[src/rtl/neuron_pkg.sv]
`default_nettype none
// ============================================================================
// Module   : neuron_pkg
// Purpose  : Shared constants and types for the time-multiplexed neuron
//            scheduler: default array geometry, FSM state encoding and the
//            configuration values loaded at reset.
// Revision : 1.0  initial release
// ============================================================================
package neuron_pkg;

  localparam int NUM_NEURONS  = 8;   // virtual neurons per sweep
  localparam int STATE_W      = 6;   // membrane / current / threshold width
  localparam int IDX_W        = 3;   // neuron index width on the ports
  localparam int THR_DEFAULT  = 32;  // threshold after reset
  localparam int LEAK_DEFAULT = 1;   // leak shift after reset

  typedef enum logic [1:0] {
    S_IDLE   = 2'd0,
    S_UPDATE = 2'd1,
    S_DONE   = 2'd2
  } sched_state_t;

endpackage
`default_nettype wire

[src/rtl/neuron_update.sv]
`default_nettype none
// ============================================================================
// Module   : neuron_update
// Purpose  : Combinational per-neuron update: leak, saturating add and
//            threshold compare. One instance is shared by all neurons.
// Ports    : i_state      current membrane state
//            i_cur        input current consumed this update
//            i_spike_prev spike flag from the previous sweep (refractory)
//            i_leak       leak shift amount 0..3
//            i_thr        firing threshold
//            o_state      new (saturated) membrane state
//            o_spike      new spike flag
// Revision : 1.0  initial release
// ============================================================================
module neuron_update #(
  parameter int STATE_W = neuron_pkg::STATE_W
) (
  input  logic [STATE_W-1:0] i_state,
  input  logic [STATE_W-1:0] i_cur,
  input  logic               i_spike_prev,
  input  logic [1:0]         i_leak,
  input  logic [STATE_W-1:0] i_thr,
  output logic [STATE_W-1:0] o_state,
  output logic               o_spike
);

  logic [STATE_W-1:0] w_leak_term;
  logic [STATE_W:0]   w_sum;

  // A neuron that fired last sweep contributes no retained potential.
  assign w_leak_term = i_spike_prev ? '0 : (i_state >> i_leak);

  // One extra bit catches overflow so the result can clamp to all-ones.
  assign w_sum   = {1'b0, i_cur} + {1'b0, w_leak_term};
  assign o_state = w_sum[STATE_W] ? {STATE_W{1'b1}} : w_sum[STATE_W-1:0];
  assign o_spike = (o_state >= i_thr);

endmodule
`default_nettype wire

[src/rtl/neuron_scheduler.sv]
`default_nettype none
// ============================================================================
// Module   : neuron_scheduler
// Purpose  : Sweeps NUM_NEURONS virtual neurons through one shared update
//            datapath, one neuron per cycle, on each step pulse.
// Ports    : clk, reset        clock, synchronous active-high reset
//            i_step            starts a sweep (ignored unless idle)
//            i_wr_en/idx/cur   input-current buffer write
//            i_cfg_we/thr/leak threshold and leak update (idle only)
//            o_busy            sweep in progress
//            o_done            one-cycle pulse at sweep end
//            o_spike_vec       spike flags of the last completed sweep
//            o_state_idx/out   neuron being updated and its new state
// Revision : 1.0  initial release
// ============================================================================
module neuron_scheduler #(
  parameter int NUM_NEURONS = neuron_pkg::NUM_NEURONS,
  parameter int STATE_W     = neuron_pkg::STATE_W
) (
  input  logic                          clk,
  input  logic                          reset,
  input  logic                          i_step,
  input  logic                          i_wr_en,
  input  logic [neuron_pkg::IDX_W-1:0]  i_wr_idx,
  input  logic [STATE_W-1:0]            i_wr_cur,
  input  logic                          i_cfg_we,
  input  logic [STATE_W-1:0]            i_cfg_thr,
  input  logic [1:0]                    i_cfg_leak,
  output logic                          o_busy,
  output logic                          o_done,
  output logic [NUM_NEURONS-1:0]        o_spike_vec,
  output logic [neuron_pkg::IDX_W-1:0]  o_state_idx,
  output logic [STATE_W-1:0]            o_state_out
);

  import neuron_pkg::*;

  localparam logic [IDX_W:0]   c_NUM      = (IDX_W+1)'(NUM_NEURONS);
  localparam logic [IDX_W-1:0] c_LAST_IDX = IDX_W'(NUM_NEURONS - 1);

  sched_state_t r_fsm;
  sched_state_t w_fsm_next;

  logic [IDX_W-1:0]       r_idx;
  logic [STATE_W-1:0]     r_thr;
  logic [1:0]             r_leak;
  logic [STATE_W-1:0]     r_mem [NUM_NEURONS];
  logic [STATE_W-1:0]     r_cur [NUM_NEURONS];
  logic [NUM_NEURONS-1:0] r_spike;
  logic [NUM_NEURONS-1:0] r_spike_vec;

  logic                   w_busy;
  logic                   w_done;
  logic                   w_last;
  logic                   w_wr_ok;
  logic [STATE_W-1:0]     w_upd_state;
  logic                   w_upd_spike;
  logic [NUM_NEURONS-1:0] w_spike_merged;

  assign w_last  = (r_idx == c_LAST_IDX);
  assign w_wr_ok = i_wr_en && ({1'b0, i_wr_idx} < c_NUM);

  // --------------------------------------------------------------------------
  // FSM
  // --------------------------------------------------------------------------
  always_ff @(posedge clk) begin
    if (reset) begin
      r_fsm <= S_IDLE;
    end else begin
      r_fsm <= w_fsm_next;
    end
  end

  always_comb begin
    w_fsm_next = r_fsm;
    w_busy     = 1'b0;
    w_done     = 1'b0;
    case (r_fsm)
      S_IDLE: begin
        if (i_step) begin
          w_fsm_next = S_UPDATE;
        end
      end
      S_UPDATE: begin
        w_busy = 1'b1;
        if (w_last) begin
          w_fsm_next = S_DONE;
        end
      end
      S_DONE: begin
        w_done     = 1'b1;
        w_fsm_next = S_IDLE;
      end
      default: begin
        w_fsm_next = S_IDLE;
      end
    endcase
  end

  // Neuron pointer: walks 0..N-1 during UPDATE, parked at 0 otherwise so
  // the index output reads 0 outside a sweep.
  always_ff @(posedge clk) begin
    if (reset) begin
      r_idx <= '0;
    end else if (w_busy && !w_last) begin
      r_idx <= r_idx + IDX_W'(1);
    end else begin
      r_idx <= '0;
    end
  end

  // --------------------------------------------------------------------------
  // Configuration (only accepted while idle)
  // --------------------------------------------------------------------------
  always_ff @(posedge clk) begin
    if (reset) begin
      r_thr  <= STATE_W'(THR_DEFAULT);
      r_leak <= 2'(LEAK_DEFAULT);
    end else if (i_cfg_we && (r_fsm == S_IDLE)) begin
      r_thr  <= i_cfg_thr;
      r_leak <= i_cfg_leak;
    end
  end

  // --------------------------------------------------------------------------
  // Shared datapath
  // --------------------------------------------------------------------------
  neuron_update #(
    .STATE_W (STATE_W)
  ) u_update (
    .i_state      (r_mem[r_idx]),
    .i_cur        (r_cur[r_idx]),
    .i_spike_prev (r_spike[r_idx]),
    .i_leak       (r_leak),
    .i_thr        (r_thr),
    .o_state      (w_upd_state),
    .o_spike      (w_upd_spike)
  );

  // --------------------------------------------------------------------------
  // Per-neuron storage
  // --------------------------------------------------------------------------
  always_ff @(posedge clk) begin
    if (reset) begin
      for (int i = 0; i < NUM_NEURONS; i++) begin
        r_mem[i] <= '0;
        r_cur[i] <= '0;
      end
      r_spike <= '0;
    end else begin
      for (int i = 0; i < NUM_NEURONS; i++) begin
        if (w_busy && (r_idx == IDX_W'(i))) begin
          r_mem[i]   <= w_upd_state;
          r_spike[i] <= w_upd_spike;
        end
        // A write landing on the neuron being consumed wins over the clear:
        // the datapath already read the old value this cycle, so the new
        // value is kept for the following sweep.
        if (w_wr_ok && (i_wr_idx == IDX_W'(i))) begin
          r_cur[i] <= i_wr_cur;
        end else if (w_busy && (r_idx == IDX_W'(i))) begin
          r_cur[i] <= '0;
        end
      end
    end
  end

  // Spike flags including the update happening this cycle, so the last
  // neuron's result is present when the vector is captured.
  always_comb begin
    w_spike_merged = r_spike;
    if (w_busy) begin
      w_spike_merged[r_idx] = w_upd_spike;
    end
  end

  // Captured on the final update edge so the vector is already valid in the
  // DONE cycle, alongside the done pulse.
  always_ff @(posedge clk) begin
    if (reset) begin
      r_spike_vec <= '0;
    end else if (w_busy && w_last) begin
      r_spike_vec <= w_spike_merged;
    end
  end

  // --------------------------------------------------------------------------
  // Outputs
  // --------------------------------------------------------------------------
  assign o_busy      = w_busy;
  assign o_done      = w_done;
  assign o_spike_vec = r_spike_vec;
  assign o_state_idx = r_idx;
  assign o_state_out = w_busy ? w_upd_state : '0;

endmodule
`default_nettype wire

[config.mk]
export PLATFORM = sky130hd
export DESIGN_NAME = neuron_scheduler
export DESIGN_NICKNAME = d
export VERILOG_FILES = /design/src/rtl/neuron_pkg.sv /design/src/rtl/neuron_update.sv /design/src/rtl/neuron_scheduler.sv
export SDC_FILE = /design/constraint.sdc
export NUM_CORES = 1
export LEC_CHECK = 0
export CORE_MARGIN = 4
export CORE_UTILIZATION = 30
export DETAILED_ROUTE_END_ITERATION = 8
export GPL_TIMING_DRIVEN = 1
export PLACE_DENSITY = 0.55
export SLEW_MARGIN = 15
export SYNTH_ARGS = -nofsm -noshare
export SYNTH_HDL_FRONTEND = slang
export SYNTH_SLANG_ARGS = --single-unit
[constraint.sdc]
create_clock -name clk -period 4.82 [get_ports clk]
set_input_delay 1.205 -clock clk [delete_from_list [all_inputs] [get_ports clk]]
set_output_delay 1.205 -clock clk [all_outputs]
set_load 0.01 [all_outputs]
# After elaboration in Yosys (flattened, before gate mapping)

Memories as Yosys holds them, arrays and structs flattened. A register that Yosys moved wholly into a read port is not among the register bits.
Cells that the tools add are included.

Bits in writable memories: 96
Input port bits: 22
Flip-flop bits (word level): 29
Memories: 2
Word-level logic and storage cells: 203
Output and inout port bits: 19

Memories:

| name  | words | width | rd ports | clocked after memory_dff | write ports | line                   | RTL |
|---|---|---|---|---|---|---|---|
| r_cur | 8     | 6     | 1        | 1                        | 8           | neuron_scheduler.sv:48 | `logic [STATE_W-1:0] r_cur [NUM_NEURONS];` |
| r_mem | 8     | 6     | 1        | 1                        | 8           | neuron_scheduler.sv:47 | `logic [STATE_W-1:0] r_mem [NUM_NEURONS];` |

Add/subtract/negate cells: 2
Reductions and logical operators: 25
Shift-type cells: 1
$lt $le $gt $ge: 3
Bitwise gates (word level): 25
Multiplexer cells: 114
Equality and inequality tests: 18

Operators by type and width:

| operator                                                              | count |
|---|---|
| 6-bit 2-to-1 mux                                                      | 27 |
| 1-bit 2-to-1 mux                                                      | 78 |
| 3-bit == test, second input constant                                  | 8 |
| 1-bit bitwise OR                                                      | 24 |
| 1-bit logical AND                                                     | 19 |
| 3-bit by 2-bit == test with 1-bit output, second input constant       | 4 |
| 8-bit bitwise mux                                                     | 1 |
| 8-bit 2-to-1 mux                                                      | 1 |
| 6-bit by 6-bit adder with 7-bit output                                | 1 |
| 3-bit by 1-bit == test with 1-bit output, second input constant       | 2 |
| 6-bit >= comparator                                                   | 1 |
| 3-bit logical NOT                                                     | 2 |
| 3-bit 2-to-1 mux                                                      | 2 |
| 6-bit by 2-bit >> shifter with 6-bit output                           | 1 |
| 3-bit by 4-bit < comparator with 1-bit output, second input constant  | 1 |
| 2-bit 2-to-1 mux                                                      | 2 |
| 2-bit inequality test, second input constant                          | 2 |
| 2-bit case mux with 2 select lines                                    | 1 |
| 3-bit by 1-bit adder with 3-bit output, second input constant         | 1 |
| 1-bit binary-select mux with 3-bit select                             | 1 |
| 1-bit demux with 3-bit select                                         | 1 |
| 3-bit by 1-bit >= comparator with 1-bit output, second input constant | 1 |
| 2-bit by 1-bit == test with 1-bit output, second input constant       | 1 |
| 2-bit == test, second input constant                                  | 1 |
| 5 further kinds                                                       | 5 |

# Logic depth before layout (Yosys ltp)

Gate-level depths: netlist of the first run.

Depth after elaboration: 8
Depth in mapped cells: 21

# Modules after synthesis

Synthesis of the first run repeated with hierarchy kept, for this count alone.

Cells, all modules: 561
Area, all modules: 6378.6 um2

Modules (own cells, without submodules):

| module           | instances | area an instance (um2) | seq. area each (um2) | cells an instance |
|---|---|---|---|---|
| neuron_scheduler | 1         | 5799.3                 | 3463.3               | 487 |
| neuron_update    | 1         | 579.3                  | 0.0                  | 74 |

# Worst setup path after synthesis of the first run

OpenSTA, ideal clock, no wires.

Path type: register to output
From: register r_idx[0] (netlist: o_state_idx[0])
To: output port o_state_out[4]
Path buffers: 2
Setup slack: 0.312 ns
Data arrival time: 3.303 ns
Stages on the path, launching flop included: 16
Path through: dfxtp_1 > buf_6 > buf_6 > mux2_4 > a21oi_2 > o221a_4 > o21ai_2 > o32ai_1 > ha_1 > inv_1 > fa_1 > nand2b_1 > a21boi_0 > o21ai_0 > a211oi_2 > nor2_1

Word-level cells in the longest chain between the ends: 6

RTL lines:

| item                                      | line                    | RTL |
|---|---|---|
| start: declaration                        | neuron_scheduler.sv:44  | `logic [IDX_W-1:0] r_idx;` |
| start signal: assignment                  | neuron_scheduler.sv:106 | `r_idx <= r_idx + IDX_W'(1);` |
| 1-bit binary-select mux with 3-bit select | neuron_scheduler.sv:133 | `.i_spike_prev (r_spike[r_idx]),` |
| 1-bit 2-to-1 mux (implied by the code)    | neuron_scheduler.sv:133 |  |
| 6-bit 2-to-1 mux                          | neuron_update.sv:31     | `assign w_leak_term = i_spike_prev ? '0 : (i_state >> i_leak);` |
| 6-bit by 6-bit adder with 7-bit output    | neuron_update.sv:34     | `assign w_sum = {1'b0, i_cur} + {1'b0, w_leak_term};` |
| 6-bit 2-to-1 mux                          | neuron_update.sv:35     | `assign o_state = w_sum[STATE_W] ? {STATE_W{1'b1}} : w_sum[STATE_W-1:0];` |
| 6-bit 2-to-1 mux                          | neuron_scheduler.sv:194 | `assign o_state_out = w_busy ? w_upd_state : '0;` |
| end: declaration                          | neuron_scheduler.sv:33  | `output logic [STATE_W-1:0] o_state_out` |

Every way passes these cells. The select of a mux whose other input is x is not followed.

# Worst setup path after layout of the first run

Same ends and word-level chain as after synthesis.

==> results of run 1 <==
==> worst register-to-register path, stage by stage, from the launching register on <==
cell and delay, ns:
dfxtp_2 0.36, buf_4 0.17, buf_4 0.16, buf_4 0.17
mux2_2 0.22, o22ai_1 0.07, a222oi_1 0.45, buf_4 0.21
ha_1 0.29, nand3_1 0.12, o211ai_1 0.11, or2_2 0.29
a211oi_2 0.21, buf_4 0.14, buf_4 0.19, inv_1 0.07
ha_1 0.30, and3_1 0.20, a211oi_2 0.21, buf_4 0.19
o21ai_0 0.10
==> cell type report <==
cell class,count,area share [%]
clock buffers,19,5.27
clock inverters,13,1.51
inverters,30,1.37
multi-input cells,397,34.3
flip-flops and latches,125,42.3
well taps,275,4.19
repair buffers,95,11.1
==> power groups by stage <==
stage	Sequential (mW)	Clock [mW]	Combinational, mW
4_1_cts	1.26	1.23	0.583
5_1_grt	1.26	1.29	0.683
3_5_place_dp	1.28	0	0.570
3_3_place_gp	1.28	0	0.561
2_1_floorplan	1.27	0	0.321
6_report	1.26	1.22	0.628
==> metal layers <==
metal	routed length, um	vias to the layer above	share of wire (%)
met2	8870	141	50
met5	0	-	0
met4	325	0	1.8
met3	872	22	4.9
met1	7710	2352	43
li1	-	2278	-
==> layout by cell type, fill, tap and decap left out, types with 4 or more instances in the layout <==
| cell | n |
|---|---|
| clkbuf_16 | 19 |
| ha_1 | 16 |
| nand2b_1 | 7 |
| nand2_1 | 45 |
| o221ai_2 | 4 |
| mux2_2 | 19 |
| a22oi_1 | 4 |
| a21oi_2 | 4 |
| a2bb2oi_1 | 6 |
| nor3b_1 | 4 |
| a31oi_1 | 4 |
| clkinv_2 | 4 |
| clkdlybuf4s50_1 | 34 |
| buf_4 | 44 |
| o21ai_0 | 17 |
| mux4_2 | 4 |
| inv_1 | 28 |
| a21oi_1 | 32 |
| nand3_1 | 6 |
| or2_2 | 4 |
| nor2_1 | 74 |
| o22ai_1 | 8 |
| a222oi_1 | 4 |
| nor4_1 | 5 |
| and2_1 | 49 |
| buf_12 | 7 |
| o31ai_1 | 4 |
| edfxtp_1 | 96 |
| mux2i_1 | 14 |
| nor3_1 | 8 |
| dfxtp_1 | 26 |
==> final timing paths <==
check	startpoint	to	slack, ns	cells past startpoint
max	o_state_idx[0]	o_state_out[4]	0.1	15
min	r_spike[4]	r_spike[4]	0.49	2
max reg2reg	o_state_idx[2]	r_spike[4]	0.49	20
min reg2reg	r_spike[4]	r_spike[4]	0.49	2
==> cells by family (layout without fill, tap and decap cells) <==
kind of cell,after synthesis,count (layout)
AOI/OAI and AO/OA,116,116
xor gates and xnor gates,2,2
adders and majority gates,19,19
buffers and inverters,53,157
DFF,125,125
muxes,43,43
and+or+nand+nor,217,217
==> registers in the layout (all words and copies together) (netlist names) <==
register     flops
o_state_idx      3
r_mem           48
r_spike          8
r_thr            6
r_fsm            2
r_cur           48
r_leak           2
o_spike_vec      8
==> repair_timing <==
action                     CTS  global route
gates resized for setup     24            36
setup endpoints to repair    6             6
cloned                       0             2
setup buffers                3             8
pin swaps                    6            15
hold buffers                 0             0
==> results.txt, run 1 <==
* Ratio of cells with drive above 1 in the final layout: a little under a quarter
- Peak-usage layer in the global routing report: met2
- At the placement stage, the worst setup path has a slack of -0.0636 ns.
- Total wire length: roughly 18,000 um
- Growth of design area from synthesis to finish: 29.0%
* Power per cell area: roughly 380 mW/mm^2
- For this run, the leading register cell type out of synthesis is edfxtp_1.
- The number of buffers and inverters on the critical path is 3.
* Overall via count from detail_route: ~4,800
- Final global-route overflow total: 0
- IO Port Bufs: 40
- For met3 alone, demand over resource in global routing was roughly 3.4%.
- The final critical path takes up between 90% and 100% of the cycle.
- # placed instances: 909
- The flow ran to the end, and the final reports show no timing, DRC or antenna violations.
* Deepest clock path buffer count: 2
- DR DRC count: 0
- Worst Path Required: 3.62 ns
* Fraction of registers with async set or reset after synthesis: 0%
* Final instance area: approximately 0.008 mm^2
- edfxtp_1 takes more of the synthesized area than any other cell.
* Height of the die: 154 um
- Final setup margin: slightly below 0.1 ns
- The clock period could shrink to 4.72 ns.
- Setup violators final: 0
* Part of the total power dissipated in the clock network: 39.2%
- Post-Synth Simple-Gate Area: about 17%
- Main area contributors after synthesis: edfxtp_1, dfxtp_1, and2_1, nor2_1, ha_1
- Netlist area before placement: roughly 0.0064 mm^2
* Fill count: 2,064
- In this run the cell area measured after placement is about 0.0073 mm^2.
- Registers are responsible for 40.6% of the overall power.
* Clock buffers created by TritonCTS: 17
- For met1 alone, demand over resource in global routing was between 10% and 20%.
- Counting flops and latches in the post-synthesis netlist gives approximately 130.
* CORE AREA: ~0.021 mm^2
* Library cells used by synthesis: 59
- Cell internal power was estimated by the tool at 2.25 mW.
- Cell-by-cell trace of the critical path: buf_12 > mux2i_4 > o22ai_2 > a221o_1 > mux2i_2 > o32ai_2 > ha_2 > inv_1 > fa_2 > nand2b_4 > a21boi_4 > or3_4 > a211oi_4 > nor2_1 > buf_2
* Crit-path max cell delay: approximately 0.41 ns
- In this run the tightest slew margin relative to its limit is 24.3%.
* Level count of the clock H-tree: 4
* Peak supply drop: 0.000211 V
- Vias in the first global route: approximately 5,000
* Fraction of power spent switching nets: 27.4%
* Sinks on the clock net: between 100 and 150
* Cell at the slowest stage of the critical path: dfxtp_4
* Synth top area share: a little under half
- Remaining antenna violation count: 0
- Data arrives at the worst endpoint at 3.52 ns.
- Initial antenna violation count: 0
* Overall power: 3.10 mW
- Type of element capturing the critical path: output pin
* Mean Syn Cell Area: 11.1 um^2
- Sequential cells were found to cover 54.4% of the synthesized design area.
- By count the netlist is led by edfxtp_1, nor2_1, and2_1, nand2_1, a21oi_1.
* Unrepaired setup endpoints after global routing: yes
- Startpoint class of the critical path: register
* Final antenna diode count: 0
- Area taken by multi-input logic gates: between 0.002 and 0.003 mm^2
- Net count, final: between 700 and 800
- From left edge to right edge, the die measures about 150 um.
- The critical path is of the reg2out type.
- Number of top-level pins: 41
* Maximum achievable frequency: around 0.21 GHz
- After clock tree synthesis, the clock-pin slew on the worst setup and hold paths is ~0.06 ns.
- Yosys instantiated no cell more often than edfxtp_1.
- Setup TNS Final: 0 ns
- For this run, the total global-route usage over all layers was measured as around 15%.
- The initial utilization of the core area, before any placement, comes to between 30% and 40%.
- At the pin with the least slew margin, the transition time is roughly 1.1 ns.
- Worst Path Max Fanout: 6
* Iteration count of the initial detailed-routing pass: 6
- The path class of the tightest hold or removal check is reg2reg.
* Worst hold margin: slightly below 0.5 ns
- Largest family of logic cells by synthesized area: simple AND/OR/NAND/NOR gates
- Of the total synthesized cell area, the portion taken by full adders, half adders and majority gates is between 3 and 4%.
* Post-DR vias/cell: around 5.0
* Net switching power: between 800 and 900 uW
- Instance count of the mapped netlist: 575
- After synthesis, the share of cell area in mux cells is between 8 and 9%.
- At the end of routability-driven placement, the weighted congestion stood at between 0.8 and 0.9.
* Part of the total power dissipated in combinational logic: about 20%
* Average detailed-routed wire length per instance: about 19 um
- The synthesized netlist devotes less than 1% of its cell area to XOR and XNOR gates.
- The floorplan has between 50 and 60 rows.
- First-pass GRT wire length: around 27,000 um
* Final worst clock skew: 0.0130 ns
- Utilization after layout: about 39%
- Total leakage power: around 3.1 nW
* # Max-Cap Violations: 0
* TritonCTS clock tree: yes
- Compound-gate portion of the synthesized area: between 10% and 20%
- Yosys warning total: 0
- The HPWL after detailed placement is between 10,000 and 15,000 um.
* Number of flops mapped to enable cells by yosys: 96
- The root buffer cell chosen for the clock tree is clkbuf_16.
- In the global route stage, met2 resource usage came out at between 20% and 30%.
* Final Slew Violations: 0
- Post-route non-filler standard cell count: between 900 and 1,000
- Clk_lat worst skew: about 0.41 ns
- The hold violation count in the final report is 0.
- Entering global routing, the biggest net connects 24 pins.
- Drt first-iter violations: 400
- Cell family contributing the most delay on the critical path: compound AO/OA/AOI/OAI gates
- Die area: roughly 0.024 mm^2
* Reg area: roughly 0.0035 mm^2
- The number of nets in the synthesized netlist is between 600 and 700.
Power figures use the tool's default switching activity.
==> inputs of run 2 (changes only) <==
--- a/config.mk
+++ b/config.mk
@@ -8,8 +8,9 @@
 export CORE_MARGIN = 4
 export CORE_UTILIZATION = 30
 export DETAILED_ROUTE_END_ITERATION = 8
+export DONT_BUFFER_PORTS = 1
 export GPL_TIMING_DRIVEN = 1
-export PLACE_DENSITY = 0.55
+export PLACE_DENSITY = 0.53
 export SLEW_MARGIN = 15
 export SYNTH_ARGS = -nofsm -noshare
 export SYNTH_HDL_FRONTEND = slang
==> results.txt, run 2 (synthesized netlist as in run 1, its figures left out) <==
- Deepest clock path buffer count: 2 (unchanged)
* Final worst clock skew: 0.00547 ns (-0.00749 ns)
* Sinks on the clock net: 125 (unchanged)
* Height of the die: 154 um (unchanged)
* Post-route non-filler standard cell count: 895 (-6.2%)
- The proportion of layout cells with a drive suffix above 1 was 20.8% (-2.6 points).
- Overall via count from detail_route: 4,582 (-4.4%)
- Shortest clock period the worst path allows after layout: 4.86 ns (+0.134 ns)
* Placed inst area: 0.00678 mm^2 (-7.6%)
* Part of the total power dissipated in the clock network: 39.5% (+0.3 points)
- The library cell used most frequently in the layout, excluding fill and tap cells, is edfxtp_1.
- The number of buffers inserted for hold repair after clock tree synthesis was 0 (unchanged).
- Initial antenna violation count: 0 (unchanged)
* Crit-path max cell delay: 0.41 ns (about the same)
- Pre-CTS setup slack: -0.0751 ns (-0.0115 ns)
* Final worst path period share: 101% (+2.8 points)
- Remaining antenna violation count: 0 (unchanged)
- The static leakage is 2.85 nW (-8.8%).
* Unrepaired setup endpoints after global routing: yes
* # Max-Cap Violations: 0 (unchanged)
- The wire length per cell came to 20.0 um (+7.3%).
* Clock buffers created by TritonCTS: 17 (unchanged)
- The routed via count divided by cell count came to 5.12 (+1.9%).
- # placed instances: 850 (-6.5%)
- Number of top-level pins: 41 (unchanged)
- The largest net degree at the start of global routing came to 34 (+42%).
- Cell at the slowest stage of the critical path: dfxtp_4
* Overall power: 3.04 mW (-2.0%)
- Worst Path Required: 3.62 ns (about the same)
* Setup violators final: 1 (+1)
- The overall global routing resource usage is 15.3% (+0.49 points).
- DR DRC count: 0 (unchanged)
- Final Slew Violations: 0 (unchanged)
- Final setup margin: -0.0375 ns (-0.134 ns)
- The critical path goes through buf_4 > buf_4 > mux2_2 > a21oi_1 > o221ai_1 > mux2i_1 > o22ai_1 > ha_1 > nand2b_4 > a21boi_4 > buf_6 > or3_1 > a211oi_2 > nor2_2.
- Commonest cells after routing, fill and taps aside: edfxtp_1, nor2_1, and2_1
* Setup TNS Final: -0.0375 ns (-0.0375 ns)
* First-pass GRT wire length: 27,200 um (+0.46%)
- Leading registers by flop count: r_cur (48), r_mem (48)
- The depth of the CTS H-tree is 4 (unchanged).
- Net switching power: 843 uW (-0.95%)
- The flow ran to the end, but the final reports show violations.
- The core region area came to 0.0210 mm^2 (unchanged).
* Flop pwr share: 41.4% (+0.8 points)
* Initial core utilization: 30.4% (unchanged)
- Final antenna diode count: 0 (unchanged)
- By instance count, the cell type seen most on the critical path is buf_4.
- The clock network latency to the later pin of the worst-skew pair is 0.42 ns (about the same).
- TritonCTS built the clock tree.
- The quantity of I/O buffers inserted on ports was 0 (-100%).
* Failing checks: setup timing
- The die area came to 0.0236 mm^2 (unchanged).
* Power per cell area: 402 mW/mm^2 (+6.2%)
* Worst hold margin: 0.487 ns (-0.00235 ns)
- The hold violation count in the final report was 0 (unchanged).
* Worst Path Max Fanout: 7 (+1)
- Final instance area: 0.00757 mm^2 (-7.8%)
- Cell chosen for the clock root: clkbuf_16
* Clock-pin slew on the worst setup and hold paths: 0.06 ns (about the same)
- The remaining global-route overflow is 0 (unchanged).
* Peak supply drop: 0.000267 V (+26%)
- The routability-driven placement congestion ratio is 0.938 (+5.1%).
* Utilization after layout: 36.1% (-3.0 points)
- Iteration count of the initial detailed-routing pass: 7 (+1)
* Total wire length: 17,900 um (+0.66%)
- The horizontal die dimension came to 154 um (unchanged).
- The signal arrival time at the worst endpoint was 3.65 ns (+0.13 ns).
- Internal power consumption: 2.20 mW (-2.4%)
- The worst setup path is captured at an output pin.
* Fraction of power spent switching nets: 27.7% (+0.30 points)
- The maximum operating frequency was 0.206 GHz (-2.8%).
* FP Rows: 53 (unchanged)
- The starting DRC count in detailed routing was 346 (-14%).
- The normalized max-slew margin came to 28.3% (+4.0 points).
- The path class of the tightest hold or removal check is reg2reg.
* Measured slew at the worst slew-check pin: 1.06 ns (-0.0595 ns)
- Part of the total power dissipated in combinational logic: 19.1% (-1.1 points)
* Vias in the first global route: 4,653 (-4.7%)
- The worst setup path is launched from a register.
* Dpl hpwl: 13,300 um (+2.3%)
- Kind of critical path: reg2out
* Growth of design area from synthesis to finish: 19.0%
- Net count, final: 648 (-8.3%)
## run 2: cell count changes in the layout (fill, tap and decap cells not counted), sizes merged
cell | before | now
clkdlybuf4s50 | 34 | 0
buf | 56 | 36
clkbuf | 24 | 21
bufinv | 2 | 1
inv | 31 | 30
## run 2: final cells by class
type                            count  area [um^2]
Clock buffer                       21          460
Clock inverter                     11         93.8
Fill cell                        2086        13400
Inverter                           30          113
Multi-Input combinational cell    397         2770
Sequential cell                   125         3470
Tap cell                          275          344
Timing Repair Buffer               36          315
## run 2: final timing paths
check	startpoint	cells past startpoint	slack, ns	endpoint
setup / recovery	o_state_idx[0]	14	-0.04	o_state_out[4]
hold / removal	r_fsm[1]	1	0.49	r_fsm[0]
setup reg to reg	o_state_idx[0]	20	0.29	r_spike[1]
hold reg to reg	r_fsm[1]	1	0.49	r_fsm[0]
## run 2: repair_timing
| action | 4_1_cts | 5_1_grt |
|---|---|---|
| gates resized for setup | 22 | 14 |
| endpoints found under the setup margin | 6 | 6 |
| setup buffers | 10 | 3 |
| pin swaps | 10 | 11 |
## run 2: worst max-delay path, delay by kind of cell (launching register included)
kind / cells / cell delay, ns
and+or+nand+nor: 3 / 0.52
buffers and inverters: 3 / 0.37
muxes: 2 / 0.57
AOI/OAI and AO/OA: 5 / 0.96
DFF: 1 / 0.41
adders and majority gates: 1 / 0.40
## run 2: layer usage
layer | vias to the layer above | track usage (%) | wire [um]
met5 | - | 0 | 0
met4 | 0 | 4.46 | 288
met3 | 31 | 5.24 | 1190
met2 | 176 | 25.9 | 8930
met1 | 2223 | 18.5 | 7500
li1 | 2152 | - | -
## run 2: power by group through the flow
stage / registers, mW / clock network [mW] / logic, mW
6_report: 1.26 / 1.20 / 0.580
5_1_grt: 1.26 / 1.27 / 0.625
4_1_cts: 1.26 / 1.22 / 0.546
3_5_place_dp: 1.28 / 0 / 0.488
3_3_place_gp: 1.28 / 0 / 0.485
2_1_floorplan: 1.27 / 0 / 0.321
==> inputs of run 3 (changes only) <==
--- a/config.mk
+++ b/config.mk
@@ -7,6 +7,7 @@
 export LEC_CHECK = 0
 export CORE_MARGIN = 4
 export CORE_UTILIZATION = 30
+export CTS_CLUSTER_DIAMETER = 120
 export DETAILED_ROUTE_END_ITERATION = 8
 export DONT_BUFFER_PORTS = 1
 export GPL_TIMING_DRIVEN = 1
==> results of run 3 <==
Same layout as run 2: the final DEF is identical, and so are final timing and power.
